File: src/rtl/disp_pkg.sv
// Shared constants, state type and key-decode helpers for the display scheduler.
package disp_pkg;

    localparam logic [6:0] SEG_BLANK = 7'b1111111;

    // Index 0 is the last element of the concatenation.
    localparam logic [7:0][6:0] MSG_DEFAULT = {
        7'b0100100, 7'b1000000, 7'b1111001, 7'b0011001,
        7'b1000000, 7'b1001110, 7'b1111001, 7'b0001001
    };

    typedef enum logic {S_SCROLL = 1'b0, S_KEY = 1'b1} state_t;

    function automatic logic [2:0] onehot_idx(input logic [7:0] oh);
        logic [2:0] idx;
        idx = 3'd0;
        for (int i = 0; i < 8; i++)
            if (oh[i]) idx = 3'(i);
        return idx;
    endfunction

    function automatic logic is_onehot(input logic [7:0] v);
        return (v != 8'd0) && ((v & (v - 8'd1)) == 8'd0);
    endfunction

endpackage

File: src/rtl/disp_timer.sv
// Free-running divide-by-DIV counter; tick is high in the cycle the counter wraps.
module disp_timer #(
    parameter int DIV = 4
) (
    input  logic clk,
    input  logic rst,
    output logic tick
);
    localparam int W = (DIV > 1) ? $clog2(DIV) : 1;
    localparam logic [W-1:0] TOP = W'(DIV - 1);
    localparam logic [W-1:0] ONE = W'(1);

    logic [W-1:0] cnt;

    assign tick = (cnt == TOP);

    always_ff @(posedge clk) begin
        if (!rst)
            cnt <= '0;
        else if (tick)
            cnt <= '0;
        else
            cnt <= cnt + ONE;
    end

endmodule

File: src/rtl/disp_sched.sv
// 4-digit display scheduler: digit scan, message scroll, and keypad echo
// that temporarily takes over the display.
module disp_sched
    import disp_pkg::*;
#(
    parameter int SCAN_DIV   = 65536,
    parameter int SCROLL_DIV = 67108864,
    parameter int HOLD_TICKS = 4
) (
    input  logic       clk,
    input  logic       rst,
    input  logic       key_req,
    input  logic [7:0] key_code,
    output logic       key_gnt,
    output logic       key_err,
    input  logic       msg_we,
    input  logic [2:0] msg_addr,
    input  logic [6:0] msg_data,
    input  logic       pause,
    output logic       mode,
    output logic [6:0] led,
    output logic       cea,
    output logic       ceb,
    output logic       cec,
    output logic       ced
);
    localparam int HW = $clog2(HOLD_TICKS + 1);
    localparam logic [HW-1:0] HOLD_LOAD = HW'(HOLD_TICKS);
    localparam logic [HW-1:0] HOLD_ONE  = HW'(1);

    logic            scan_tick;
    logic            scroll_tick;
    logic [1:0]      slot;
    logic [2:0]      roll;
    logic [2:0]      rd_idx;
    logic [HW-1:0]   hold;
    state_t          state;
    logic [6:0]      kpat;
    logic [7:0][6:0] mbuf;
    logic [6:0]      seg_nxt;
    logic            accept;
    logic            reject;

    disp_timer #(.DIV(SCAN_DIV)) u_scan (
        .clk (clk),
        .rst (rst),
        .tick(scan_tick)
    );

    disp_timer #(.DIV(SCROLL_DIV)) u_scroll (
        .clk (clk),
        .rst (rst),
        .tick(scroll_tick)
    );

    assign accept = key_req && is_onehot(key_code);
    assign reject = key_req && !is_onehot(key_code);
    assign rd_idx = roll + 3'(slot);
    assign mode   = (state == S_KEY);

    always_comb begin
        seg_nxt = mbuf[rd_idx];
        if (state == S_KEY)
            seg_nxt = (slot == 2'd3) ? kpat : SEG_BLANK;
    end

    always_ff @(posedge clk) begin
        if (!rst) begin
            slot    <= 2'd0;
            roll    <= 3'd0;
            hold    <= '0;
            state   <= S_SCROLL;
            kpat    <= SEG_BLANK;
            mbuf    <= MSG_DEFAULT;
            led     <= SEG_BLANK;
            {ced, cec, ceb, cea} <= 4'b1111;
            key_gnt <= 1'b0;
            key_err <= 1'b0;
        end else begin
            if (scan_tick)
                slot <= slot + 2'd1;
            led <= seg_nxt;
            {ced, cec, ceb, cea} <= ~(4'b0001 << slot);
            key_gnt <= accept;
            key_err <= reject;
            // Display read above sees the pre-write buffer contents.
            if (msg_we)
                mbuf[msg_addr] <= msg_data;
            // An accept overrides a coincident tick: hold reloads, roll stays.
            if (accept) begin
                kpat  <= MSG_DEFAULT[onehot_idx(key_code)];
                hold  <= HOLD_LOAD;
                state <= S_KEY;
            end else if (scroll_tick) begin
                if (state == S_KEY) begin
                    hold <= hold - HOLD_ONE;
                    if (hold <= HOLD_ONE)
                        state <= S_SCROLL;
                end else if (!pause) begin
                    roll <= roll + 3'd1;
                end
            end
        end
    end

endmodule

File: config.mk
export PLATFORM = sky130hd
export DESIGN_NAME = disp_sched
export DESIGN_NICKNAME = d
export VERILOG_FILES = /design/src/rtl/disp_pkg.sv /design/src/rtl/disp_timer.sv /design/src/rtl/disp_sched.sv
export SDC_FILE = /design/constraint.sdc
export NUM_CORES = 1
export LEC_CHECK = 0
export ABC_AREA = 1
export BUFFER_PORTS_ARGS = -buffer_cell sky130_fd_sc_hd__clkbuf_2
export CORE_ASPECT_RATIO = 1.2
export CORE_MARGIN = 5
export CORE_UTILIZATION = 51
export CTS_CLUSTER_SIZE = 40
export DETAILED_ROUTE_END_ITERATION = 7
export PLACE_DENSITY = 0.69
export SLEW_MARGIN = 20
export SYNTH_ARGS = -nofsm -noshare
export SYNTH_HDL_FRONTEND = slang
export SYNTH_SLANG_ARGS = --single-unit
File: constraint.sdc
create_clock -name clk -period 2.4 [get_ports clk]
set_clock_uncertainty 0.15 [all_clocks]
set_input_delay 0.72 -clock clk [delete_from_list [all_inputs] [get_ports clk]]
set_output_delay 0.72 -clock clk [all_outputs]
set_load 0.1 [all_outputs]
# After elaboration in Yosys (flattened, before gate mapping)
# Memory sizes are Yosys's and may differ from the RTL's. A register that Yosys moved wholly into a read port is not among the register bits.
# Index checks and enable logic that the tools add are counted.
[totals] mem_bits_ro=56 out_inout_bits=14 reg_bits=120 wordCells=83 mem_count=1
[classes] eq_ne=3 addsub=7 shift=1 n_mux=23 n_bitwise=6 magnitude_cmp=4 reduce_logical=16
[mem_list] memory="(no name shown)" words=8 width=7 read_ports=1 rd_clocked_by_memory_dff=1 wr=0 line="disp_sched.sv:91" source="kpat <= MSG_DEFAULT[onehot_idx(key_code)];"
[op_table] op="56-bit bitwise mux" n=1
[op_table] op="3-bit two-way mux" n=11
[op_table] op="7-bit two-way mux" n=4
[op_table] op="26-bit by 1-bit adder with 26-bit output, second input constant" n=1
[op_table] op="26-bit equality test, second input constant" n=1
[op_table] op="7-bit binary-select mux with 3-bit select" n=1
[op_table] op="7-bit demux with 3-bit select" n=1
[op_table] op="16-bit by 1-bit adder with 16-bit output, second input constant" n=1
[op_table] op="16-bit equality test, second input constant" n=1
[op_table] op="8-bit AND" n=1
[op_table] op="8-bit logical NOT" n=1
[op_table] op="3-bit by 4-bit < comparator with 1-bit output, second input constant" n=2
[op_table] op="8-bit nonzero test" n=1
[op_table] op="8-bit by 1-bit subtractor with 8-bit output, second input constant" n=1
[op_table] op="2-bit OR reduction" n=3
[op_table] op="1-bit two-way mux" n=5
[op_table] op="1-bit logical AND" n=4
[op_table] op="1-bit NOT" n=4
[op_table] op="4-bit NOT" n=1
[op_table] op="2-bit AND reduction" n=2
[op_table] op="4-bit AND reduction" n=1
[op_table] op="2-bit nonzero test" n=2
[op_table] op="1-bit by 2-bit << shifter with 4-bit output, first input constant" n=1
[op_table] op="3-bit by 1-bit adder with 3-bit output, second input constant" n=1
[op_table] op="other kinds (7)" n=8

# Depth between registers and ports, before layout
# Gate-level depths: netlist of run 1.
[depth] depth_word=9 mapped_depth=11

# By module
# A second synthesis of run 1 with hierarchy kept.
[hier_totals] hier_cells=847 area_unflattened_um2=6067.1
[by_module_without_submodules] module="disp_sched" n_inst=1 area_per_inst_um2=3896.2 cells_each=531
[by_module_without_submodules] module="disp_timer (u_scroll)" n_inst=1 area_per_inst_um2=1328.8 cells_each=200
[by_module_without_submodules] module="disp_timer (u_scan)" n_inst=1 area_per_inst_um2=842.1 cells_each=116

# Worst setup path after synthesis of run 1
# No wires, ideal clock.
[synth_timing] kind="input to register" from="input port key_code[4]" to="register kpat[6]" path_slack_ns=0.176 path_stages=7 n_path_buf=0 setup_time_ns=0.070 t_arrival_ns=2.005 required_ns=2.180 path_cell_list="nor2_1 > inv_1 > o21ai_0 > inv_1 > ha_1 > mux2_2 > a21oi_1"
[synth_via] elab_chain_len=6 elab_cells_between_ends=12
[synth_lines] item="start, declared" line="disp_sched.sv:13" source="input logic [7:0] key_code,"
[synth_lines] item="parallel branches: the longest is 6 deep, another holds 8-bit by 1-bit subtractor with 8-bit output"
[synth_lines] item="end, declared" line="disp_sched.sv:38" source="logic [6:0] kpat;"
# Parallel ways; which one is timed is not known. The select of a mux whose other input is x is not followed.
# A chain may end at the register's enable or synchronous reset.

# Final worst setup path of run 1
[layout_timing] from="register state, in the netlist mode" to="output port mode"
[layout_rtl] item="start, declared" line="disp_sched.sv:37" source="state_t state;"
[layout_rtl] item="start signal, assigned" line="disp_sched.sv:72" source="state <= S_SCROLL;"
[layout_rtl] item="start signal, assigned" line="disp_sched.sv:93" source="state <= S_KEY;"
[layout_rtl] item="start signal, assigned" line="disp_sched.sv:98" source="state <= S_SCROLL;"
[layout_rtl] item="end, declared" line="disp_sched.sv:20" source="output logic mode,"
# No word-level cell between the ends.

==> qor.txt, run 1 <==
CP max-delay cell -> clkbuf_2
CTS tree -> yes
largest net degree at the start of global routing -> 58
Mapped Avg Cell Area -> 7.430 um^2
Arr. time, crit path -> 1.27 ns
mapped cell area -> 5869 um^2
filler instances -> 1,058
Slew headroom -> 58.91%
Pleak -> 2.882 nW
met2 Usage GRT -> 35.21%
I/O Pins -> 37
sequential area share after synthesis -> 43.32%
Die Height -> 127.5 um
1st-iter DRT viols -> 354
WP data required -> 1.53 ns
diodes inserted -> 0
crit end category -> output pin
Finish-stage setup viols -> 0
Synth warnings -> 0
Synth cell types -> 46
PwrDens -> 743.8 nW/um^2
H-tree levels -> 4
r2r worst-path depth -> 7
Final period util -> 89.09%
Post-Syn Nets -> 829
CTS Buf Count -> 17
core box area -> 11,410 um^2
Slew Viols, Final -> 0
clk_lat worst skew -> 0.41 ns
Reg area -> 2542 um^2
clk root buf -> clkbuf_16
Worst Path Buf+Inv -> 1
Hold Fails Final Rpt -> 0
CP Cell Sequence -> clkbuf_2
hold crit path type -> register to register
Core Rows -> 43
instance count of the mapped netlist -> 790
post-CTS sizing -> 0
Vias -> 5,158
GR Util met3 -> 4.800%
CTS Sinks -> 127
final net count -> 870
vias in the first global route -> 5,092
Yosys reg bits -> 127
met1 Use GR -> 23.64%
total grt overflow -> 0
busiest grt layer -> met2
HPWL Detailed -> 9404 um
asr flop ratio synth -> 0%
prevailing post-synth register cell -> dfxtp_1
P&R area growth vs syn -> 16.97%
ratio of cells with drive above 1 in the final layout -> 13.63%
Wirelength per Cell -> 12.96 um
Max Cap Violations -> 0
final RePlAce weighted congestion -> 0.8544
Multi-input gate area -> 2947 um^2
DRC -> 0
Initial Util -> 51.46%
DRT Wirelength -> 12,970 um
setup TNS -> 0 ns
clock slew at reported path FFs -> 0.06 ns
WHS -> 0.3042 ns
critical path depth -> 1
startpoint types -> register
Worst-Margin Slew -> 0.6189 ns
DR pass1 iterations -> 5
Post-CTS Setup Inserts -> 0
die extent in x -> 107.9 um
Max Root-Sink Buffers -> 2
# port buffers -> 36
EDFF count, synth -> 0
Post-CTS Hold Buffers -> 0
RSZ-0062 raised after global routing -> no
first-pass GRT wire length -> 22,510 um
CP peak stage delay -> 0.52 ns
Routed Antenna Nets -> 0
maximum fanout along the worst path -> 3
max frequency -> 467.7 MHz
Crit path max-delay family -> buffers and inverters
initial antenna violation count -> 0
worst vdd ir -> 393.5 uV
die area -> 13,760 um^2
Vias/cell -> 5.153
Setup Crit Path Kind -> register to output pin
status -> complete, no violations
min Tclk post-route -> 2.138 ns
hold path cells -> 1
Total GRT Usage -> 20.02%
-- cell usage in the layout, fill, tap and decap left out, types with 10 or more instances in the layout --
| master | n |
|---|---|
| buf_4 | 11 |
| o21ai_0 | 61 |
| clkbuf_2 | 36 |
| a21oi_1 | 29 |
| inv_1 | 67 |
| nand2_1 | 139 |
| nor3_1 | 11 |
| dfxtp_1 | 127 |
| o221ai_1 | 10 |
| mux2i_1 | 10 |
| ha_1 | 15 |
| nand3_1 | 41 |
| nor2_1 | 162 |
| clkbuf_16 | 17 |
-- registers in the layout, indices dropped and copies added (netlist names) --
register and count:
mbuf 56, u_scroll.cnt 26, u_scan.cnt 16, kpat 7, led 7, hold 3, roll 3, slot 2
cea 1, ceb 1, cec 1, ced 1, key_err 1, key_gnt 1, mode 1
-- power by group --
part           internal, mW  total [mW]  switching [mW]
clock                  1.74        2.63           0.893
sequential             2.16        2.19          0.0266
combinational        0.0803       0.288           0.208
total                  3.98        5.11            1.13
-- Yosys cell counts (2+ instances only) --
cell type / n / area (um^2)
o21ai_0: 61 / 305.3
o21bai_1: 2 / 15.01
nand2_2: 7 / 43.79
nand3_2: 2 / 20.02
nor3b_1: 8 / 60.06
buf_1: 9 / 33.78
or2_2: 4 / 25.02
xor2_1: 7 / 61.31
nor2_4: 6 / 67.56
inv_1: 67 / 251.5
a31oi_1: 3 / 18.77
xnor2_1: 9 / 78.83
a21oi_1: 29 / 145.1
o32ai_1: 4 / 35.03
nor3_1: 11 / 55.05
ha_1: 15 / 187.7
clkbuf_1: 11 / 41.29
o211ai_1: 5 / 37.54
mux2i_1: 10 / 100.1
nand4_1: 9 / 56.30
nand3_1: 41 / 205.2
nand2_1: 139 / 521.8
nor2_2: 6 / 37.54
buf_2: 4 / 20.02
nand2_4: 3 / 33.78
buf_4: 2 / 15.01
dfxtp_1: 127 / 2542
nor2_1: 162 / 608.1
o221ai_1: 10 / 87.58
-- layout make-up --
type | instances | area share, %
Inverter | 69 | 3.773
Timing Repair Buffer | 49 | 4.410
Clock inverter | 10 | 1.950
Clock buffer | 22 | 7.053
Multi-Input combinational cell | 567 | 42.92
Sequential cell | 127 | 37.03
Tap cell | 157 | 2.861
-- path summary, 6_finish.rpt --
check                                   to                startpoint  slack (ns)
setup / recovery                      mode         mode$_SDFFE_PN0P_        0.26
hold / removal    u_scan.cnt[0]$_SDFF_PP0_  u_scan.cnt[0]$_SDFF_PP0_        0.30
setup reg to reg         led[2]$_SDFF_PN1_      slot[0]$_SDFFE_PN0P_        0.28
hold reg to reg   u_scan.cnt[0]$_SDFF_PP0_  u_scan.cnt[0]$_SDFF_PP0_        0.30
-- cells by family after synthesis --
family          count (synthesis)  synth area share, %
simple gates                  406                30.87
flops                         127                43.32
compound gates                118                11.51
buf+inv                        96                6.480
xor+xnor                       16                2.388
fa+ha+maj                      16                3.539
mux                            11                1.897
-- stage by stage --
step / util, % / area (um^2) / instances / total power [mW] / worst slack [ns]
floorplan: - / 5869 / 790 / 2.439 / 0.1757
global placement: 54.77 / 6247 / 969 / 2.511 / 0.1443
detailed placement: 54.77 / 6247 / 969 / 2.521 / 0.06385
CTS: 60.19 / 6865 / 1001 / 5.158 / 0.2581
global route: 60.19 / 6865 / 1001 / 5.292 / 0.1331
finish: 60.19 / 6865 / 1001 / 5.106 / 0.2619
-- metal layers --
| layer | wire [um] | part of all wire, % |
|---|---|---|
| met5 | 0 | 0 |
| met4 | 248 | 1.9 |
| met3 | 622 | 4.8 |
| met2 | 6514 | 50 |
| met1 | 5585 | 43 |
(Power assumes the default switching activity.)
==> run 2, diff against run 1 <==
- RECOVER_POWER: not set -> 100
==> run 2 against run 1 <==
Global-route usage unchanged. Flip-flop and latch count unchanged. Non-clock buffer count unchanged. Final area decreased by 0.44%. Maximum frequency fell by 0.43%. Routed wire length rose by 0.37%. Sequential share of layout area up 0.16 points. Total power barely moved. First-iteration DRC count down 0.28%. Via count up 0.14%. Die area stayed put. Critical path depth rose by 6. Critical endpoint is now led[2]$_SDFF_PN1_. Highest routed layer unchanged.
==> qor.txt, run 2 (synthesis gave the netlist of run 1 again) <==
Core Util, Final -> 59.93% (-0.26 points)
final net count -> 870 (unchanged)
RSZ-0062 raised after global routing -> no
WP data required -> 2.60 ns (+1.07 ns)
Vias -> 5,165 (+0.14%)
hold path start -> u_scan.cnt[0]$_SDFF_PP0_
Max Cap Violations -> 0 (unchanged)
Initial Util -> 51.46% (unchanged)
total grt overflow -> 0 (unchanged)
DR pass1 iterations -> 6 (+1)
Slew Viols, Final -> 0 (unchanged)
Slew headroom -> 42.85% (-16 points)
commonest non-fill, non-tap cell in the layout -> nor2_1
diodes inserted -> 0 (unchanged)
FF-to-FF End -> led[2]$_SDFF_PN1_
Finish-stage setup viols -> 0 (unchanged)
vias in the first global route -> 5,092 (unchanged)
crit end category -> register
Largest Register -> mbuf
min Tclk post-route -> 2.147 ns (+0.009283 ns)
Post-CTS Setup Inserts -> 0 (unchanged)
Reg2Reg Setup Slack -> 0.25 ns (-0.03 ns)
largest net degree at the start of global routing -> 58 (unchanged)
worst vdd ir -> 395.0 uV (+0.38%)
startpoint types -> register
CTS Buf Count -> 17 (unchanged)
Arr. time, crit path -> 2.34 ns (+1.07 ns)
HPWL Detailed -> 9404 um (unchanged)
clk root buf -> clkbuf_16
final RePlAce weighted congestion -> 0.8544 (unchanged)
Wirelength per Cell -> 13.01 um (+0.37%)
CTS tree -> yes
Die Height -> 127.5 um (unchanged)
status -> complete, no violations
die extent in x -> 107.9 um (unchanged)
initial antenna violation count -> 0 (unchanged)
r2r worst-path depth -> 7 (unchanged)
most frequent cells in the layout -> nor2_1 (165), nand2_1 (139), dfxtp_1 (127)
P&R area growth vs syn -> 16.46%
max reg flops -> 56 (unchanged)
Worst-Margin Slew -> 0.8572 ns (+0.2383 ns)
die area -> 13,760 um^2 (unchanged)
H-tree levels -> 4 (unchanged)
setup TNS -> 0 ns (unchanged)
Hold Fails Final Rpt -> 0 (unchanged)
1st-iter DRT viols -> 353 (-0.28%)
first-pass GRT wire length -> 22,510 um (unchanged)
Vias/cell -> 5.160 (+0.14%)
DRC -> 0 (unchanged)
Core Rows -> 43 (unchanged)
clk_lat worst skew -> 0.41 ns (about the same)
hold crit path type -> register to register
max frequency -> 465.7 MHz (-0.43%)
Final period util -> 89.47% (+0.39 points)
I/O Pins -> 37 (unchanged)
Total GRT Usage -> 20.02% (unchanged)
ratio of cells with drive above 1 in the final layout -> 12.44% (-1.2 points)
post-CTS sizing -> 0 (unchanged)
maximum fanout along the worst path -> 28 (+25)
PwrDens -> 747.7 nW/um^2 (+0.53%)
Max Root-Sink Buffers -> 2 (unchanged)
core box area -> 11,410 um^2 (unchanged)
total design power -> 5.111 mW (about the same)
Setup Crit Path Kind -> register to register
clock slew at reported path FFs -> 0.06 ns (about the same)
Post-CTS Hold Buffers -> 0 (unchanged)
Pleak -> 2.871 nW (-0.40%)
CTS Sinks -> 127 (unchanged)
end point of the critical path -> led[2]$_SDFF_PN1_
Routed Antenna Nets -> 0 (unchanged)
DRT Wirelength -> 13,020 um (+0.37%)
# port buffers -> 36 (unchanged)
worst r2r src -> slot[0]$_SDFFE_PN0P_
biggest regs -> mbuf x56, u_scroll.cnt x26, u_scan.cnt x16
CP Launch Point -> slot[0]$_SDFFE_PN0P_
run 2: layer usage:
layer / global-route usage [%] / up-vias / share of wire [%]
met1: 23.64 / 2382 / 44
met2: 35.21 / 113 / 50
met4: 7.058 / 0 / 1.8
met3: 4.800 / 24 / 4.3
met5: 0 / - / 0
li1: - / 2646 / -
run 2: metrics by stage:
step           hold WS, ns  setup WS (ns)  cell area [um^2]  cells
6_report            0.3042         0.2527              6835   1001
5_1_grt             0.3257         0.1035              6835   1001
2_1_floorplan       0.2675         0.1757              5869    790
3_3_place_gp        0.2776         0.1443              6247    969
4_1_cts             0.3058         0.2581              6865   1001
3_5_place_dp        0.2924        0.06385              6247    969
run 2: final cells by class:
class	count	area, um^2
multi-input cells	567	2924
inverters	69	259.0
fillers	1067	4571
repair buffers	49	295.3
clock inverters	10	133.9
flip-flops and latches	127	2542
well taps	157	196.4
clock buffers	22	484.2
run 2: how the worst min path moves through the flow:
stage / to / depth (start not counted)
2_1_floorplan: u_scan.cnt[0]$_SDFF_PP0_ / 1
6_report: u_scan.cnt[0]$_SDFF_PP0_ / 1
3_5_place_dp: mbuf[31]$_SDFFE_PN1P_ / 2
3_3_place_gp: u_scan.cnt[0]$_SDFF_PP0_ / 1
4_1_cts: mbuf[31]$_SDFFE_PN1P_ / 2
5_1_grt: mbuf[0]$_SDFFE_PN1P_ / 2
run 2: critical path: stages (launching register included):
cell,delay [ns]
dfxtp_1,0.36
ha_1,0.23
fa_1,0.53
buf_12,0.18
o21ai_0,0.09
o221ai_1,0.26
o211ai_1,0.19
nand2_1,0.10
run 2: where the power goes:
group / switching [mW] / leakage [nW] / total [mW] / internal [mW]
registers: 0.0266 / 1.03 / 2.19 / 2.16
clock network: 0.898 / 0.302 / 2.64 / 1.74
logic: 0.208 / 1.54 / 0.288 / 0.0796
